`src/rtl/demux_pipe.sv`:
```
// demux_pipe: splits one 128-bit enq stream into a zero-latency local
// output and a forward output buffered by a 2-entry circular FIFO.
//
// Ports:
//   CLK, nRST                      clock; async active-high reset
//   in_enq__ENA/_v/__RDY           input message stream
//   out_enq__ENA/_v/__RDY          local messages (dest == NODE_ID)
//   forward_enq__ENA/_v/__RDY      all other messages, FIFO head
//   localCount, fwdCount           wrapping issue counters
module demux_pipe #(
    parameter logic [7:0] NODE_ID = 8'h01,
    parameter int         DEST_HI = 127
) (
    input  logic         CLK,
    input  logic         nRST,
    input  logic         in_enq__ENA,
    input  logic [127:0] in_enq_v,
    output logic         in_enq__RDY,
    output logic         out_enq__ENA,
    output logic [127:0] out_enq_v,
    input  logic         out_enq__RDY,
    output logic         forward_enq__ENA,
    output logic [127:0] forward_enq_v,
    input  logic         forward_enq__RDY,
    output logic [31:0]  localCount,
    output logic [31:0]  fwdCount
);

    logic [127:0] e0;
    logic [127:0] e1;
    logic         rptr;
    logic         wptr;
    logic [1:0]   fcount;
    logic [31:0]  local_cnt;
    logic [31:0]  fwd_cnt;

    logic         is_local;
    logic         enq;
    logic         deq;

    assign is_local = (in_enq_v[DEST_HI -: 8] == NODE_ID);

    // Ready ignores the payload so the sender never decodes the
    // destination; a full FIFO blocks input even if it drains now.
    assign in_enq__RDY = out_enq__RDY & (fcount != 2'd2) & ~nRST;

    assign out_enq__ENA = in_enq__ENA & is_local & ~nRST;
    assign out_enq_v    = in_enq_v;

    assign enq = in_enq__ENA & ~is_local & ~nRST;
    // No bypass: only entries already stored can drain.
    assign deq = (fcount != 2'd0) & forward_enq__RDY;

    assign forward_enq__ENA = deq;
    assign forward_enq_v    = rptr ? e1 : e0;

    assign localCount = local_cnt;
    assign fwdCount   = fwd_cnt;

    always_ff @(posedge CLK or posedge nRST) begin
        if (nRST) begin
            e0        <= '0;
            e1        <= '0;
            rptr      <= 1'b0;
            wptr      <= 1'b0;
            fcount    <= 2'd0;
            local_cnt <= '0;
            fwd_cnt   <= '0;
        end else begin
            if (enq) begin
                if (wptr) begin
                    e1 <= in_enq_v;
                end else begin
                    e0 <= in_enq_v;
                end
                wptr <= ~wptr;
            end
            if (deq) begin
                rptr <= ~rptr;
            end
            case ({enq, deq})
                2'b10:   fcount <= fcount + 2'd1;
                2'b01:   fcount <= fcount - 2'd1;
                default: fcount <= fcount;
            endcase
            if (out_enq__ENA) begin
                local_cnt <= local_cnt + 32'd1;
            end
            if (deq) begin
                fwd_cnt <= fwd_cnt + 32'd1;
            end
        end
    end

endmodule

```
`config.mk`:
```
export PLATFORM = sky130hd
export DESIGN_NAME = demux_pipe
export DESIGN_NICKNAME = d
export VERILOG_FILES = /design/src/rtl/demux_pipe.sv
export SDC_FILE = /design/constraint.sdc
export NUM_CORES = 1
export LEC_CHECK = 0
export CAP_MARGIN = 10
export CORE_ASPECT_RATIO = 1.1
export CORE_MARGIN = 2
export CORE_UTILIZATION = 39
export DETAILED_ROUTE_END_ITERATION = 7
export GPL_TIMING_DRIVEN = 0
export PLACE_DENSITY = 0.64
export SYNTH_ARGS = -nofsm -noshare
export SYNTH_HDL_FRONTEND = slang
export SYNTH_SLANG_ARGS = --single-unit
```
`constraint.sdc`:
```
create_clock -name CLK -period 36.4 [get_ports CLK]
set_clock_uncertainty 0.1 [all_clocks]
set_input_delay 7.28 -clock CLK [delete_from_list [all_inputs] [get_ports CLK]]
set_output_delay 7.28 -clock CLK [all_outputs]
set_load 0.03 [all_outputs]
```
==> impl_metrics.py <==
metrics = {
    "run_status": {
        "status": "finished, final reports clean",
    },
    "synth": {
        "synth.cell_area_um2": 15000,
        "synth_fp_nets": 1221,
        "postSynthCellCount": 1085,
        "seq_area_frac_synth_pct": 54.2,
        "ys_ff_latch": 324,
        "ys_warn_count": 0,
        "synth.distinct_cells": 32,
        "syn_avg_cell_area_um2": 13.8,
    },
    "layout": {
        "num-nets-final": 1717,
        "instances_no_fill": 2107,
        "final_util_pct": 56.4,
        "layout_common_cells": "455 x clkdlybuf4s50_1, 384 x mux2_2, 324 x dfrtp_1",
        "drive_above_1_share_pct": 37.5,
        "syn2layout_area_growth_pct": 43.3,
        "final_common_cell": "clkdlybuf4s50_1",
        "final.fill_count": 3164,
    },
    "floorplan": {
        "initial_core_util_pct": 39.4,
        "ioPinCount": 456,
        "core_um2": 38000,
        "dieArea_um2": 40000,
        "die_h_um": 209,
        "rows": 75,
        "die_w_um": 191,
    },
    "clocking": {
        "cts_root_buf": "clkbuf_16",
        "cts.repair.resized": 0,
        "cts_tree": "yes",
        "clk_path_buf_depth": 3,
        "cts_htree_levels": 2,
        "path_clk_slew_ns": 0.06,
        "worstSkewPairLatency_ns": 0.53,
        "cts_hold_buf": 0,
        "cts_buffers": 37,
        "clock-sinks": 324,
        "cts_setup_buffers": 0,
    },
    "worst_setup_path": {
        "cp-end-kind": "output port",
        "r2r_start": "fcount[0]",
        "start_kind": "primary input",
        "path_max_fanout": 111,
        "r2r_cells": 6,
        "critPathRequiredTime_ns": 29.02,
        "r2r-end": "fwdCount[23]",
        "worstPathArrival_ns": 9.84,
        "critPathKind": "in2out",
        "r2r_slack_ns": 33.88,
    },
    "place": {
        "gp_congestion": 0.814,
        "io_buffers": 455,
        "place_inst": 2042,
        "dp_hpwl_um": 29800,
    },
    "timing": {
        "grt_setup_unrepaired": "false",
        "setup_viol": 0,
        "min_period_ns": 17.22,
        "fin_crit_sh_pct": 47.3,
        "relSlewSlack_pct": 41.1,
        "tightest_slew_ns": 0.884,
        "fin_tns_setup_ns": 0,
        "drv_slew": 0,
        "fmax_ghz": 0.0581,
        "hold_viol_final": 0,
    },
    "global_routing": {
        "grt_overflow_total": 0,
        "grt_max_degree": 121,
        "grtUsageMet1_pct": 24.5,
        "grt_util_met2_pct": 34.7,
        "gr-max-usage-layer": "met2",
        "antenna_found_initial": 1,
        "grt_pass1_vias": 10800,
        "grt_pass1_wl_um": 62200,
        "grt_use_total_pct": 20.1,
        "use_met3_pct": 5.65,
    },
    "routing": {
        "avgViaCountPerCell": 4.80,
        "ant_nets": 0,
        "drt_pass1_iterations": 4,
        "drt_wl_total_um": 40200,
        "drt_iter0_markers": 319,
        "routedWlPerCell_um": 19.1,
        "remaining_drc_errors": 0,
        "vias": 10100,
    },
    "power": {
        "power_w": 0.00188,
        "leakage_nw": 9.17,
        "pwr_density_cell_nw_per_um2": 87.7,
        "peakVddDrop_mv": 0.0541,
    },
    "min_path": {
        "hold_path_end": "fwdCount[31]",
        "hold_depth": 1,
        "holdCritStartpoint": "fwdCount[31]",
        "min_path_type": "reg2reg",
    },
    "run": {
        "cap_violations": 0,
    },
}
[sequential cells by signal, summed over array words and instances, names as in the netlist]
name / flops
fwdCount: 32
fcount: 2
e0: 128
wptr: 1
e1: 128
rptr: 1
localCount: 32
[power breakdown]
part / internal, W / total [W] / leakage [nW] / switching, W
combinational: 0.000448 / 0.000925 / 4.59 / 0.000477
clock: 0.000229 / 0.000374 / 0.616 / 0.000145
sequential: 0.000511 / 0.000582 / 3.96 / 0.0000706
total: 0.00119 / 0.00188 / 9.17 / 0.000693
[metal layers]
layer  wire length, um  vias up  share of wire [%]
met5                 0        -                  0
met4               729        0                1.8
met3              2730       46                6.8
met2             20300      306                 51
met1             16400     5090                 41
li1                  -     4675                  -
[layout make-up]
type | instances | area, um^2 | area share (%)
sequential | 324 | 8110 | 37.8
clock buffer | 55 | 1140 | 5.30
buffer | 170 | 1140 | 5.33
multi-input combinational | 587 | 5700 | 26.6
antenna | 1 | 2.50 | 0.0117
timing repair buffer | 457 | 4610 | 21.5
clock inverter | 9 | 98.8 | 0.461
tap | 500 | 626 | 2.92
inverter | 4 | 22.5 | 0.105
[cell families (layout without fill, tap and decap cells)]
group	count (synthesis)	in the layout	share of synthesized area (%)
multiplexers	384	384	28.9
flip-flops	324	324	54.2
buffers and inverters	174	695	7.74
AND/OR/NAND/NOR	132	132	4.98
XOR/XNOR	67	67	3.92
adder cells (fa/ha/maj)	3	3	0.251
AO/OA/AOI/OAI	1	1	0.0334
other	0	1	0
[synth_stat cells (all sizes together)]
library cell / n / area share (%)
xor2: 21 / 1.2
or4: 2 / 0.15
ha: 3 / 0.25
nand2b: 1 / 0.042
or3: 1 / 0.042
nand4: 14 / 0.59
nor2: 13 / 0.33
dfrtp: 324 / 54
xnor2: 46 / 2.7
or4b: 1 / 0.092
nor4: 6 / 0.29
clkbuf: 19 / 0.48
and4bb: 1 / 0.084
and4: 4 / 0.23
mux2: 384 / 29
buf: 151 / 7.2
nand3: 33 / 1.1
nor3: 9 / 0.41
nor2b: 1 / 0.042
and2: 2 / 0.084
nand2: 23 / 0.58
and3: 19 / 0.81
or2b: 1 / 0.050
inv: 4 / 0.10
nor4b: 1 / 0.059
o21ai: 1 / 0.033
[worst max-delay path by stage]
| stage | end | slack, ns | cells after the start | from |
|---|---|---|---|---|
| floorplan | in_enq__RDY | 14.00 | 2 | nRST |
| global placement | in_enq__RDY | 10.21 | 4 | nRST |
| detailed placement | in_enq__RDY | 19.10 | 5 | nRST |
| CTS | in_enq__RDY | 19.10 | 5 | nRST |
| global route | in_enq__RDY | 18.92 | 5 | nRST |
| finish | in_enq__RDY | 19.18 | 5 | nRST |
[through the flow]
stage | hold WS (ns) | worst slack, ns | area (um^2)
after floorplan | 0.366 | 14.00 | 15000
after global placement | 0.367 | 10.21 | 20100
after detailed placement | 0.376 | 19.10 | 20200
after CTS | 0.396 | 19.10 | 21400
after global routing | 0.411 | 18.92 | 21400
final | 0.392 | 19.18 | 21400
[critical path, cell delays in order]
cell and delay [ns]:
clkdlybuf4s50_1 0.55, inv_8 0.55, buf_16 0.44, and3_1 0.24, clkdlybuf4s50_1 0.66
(Power assumes the default switching activity.)
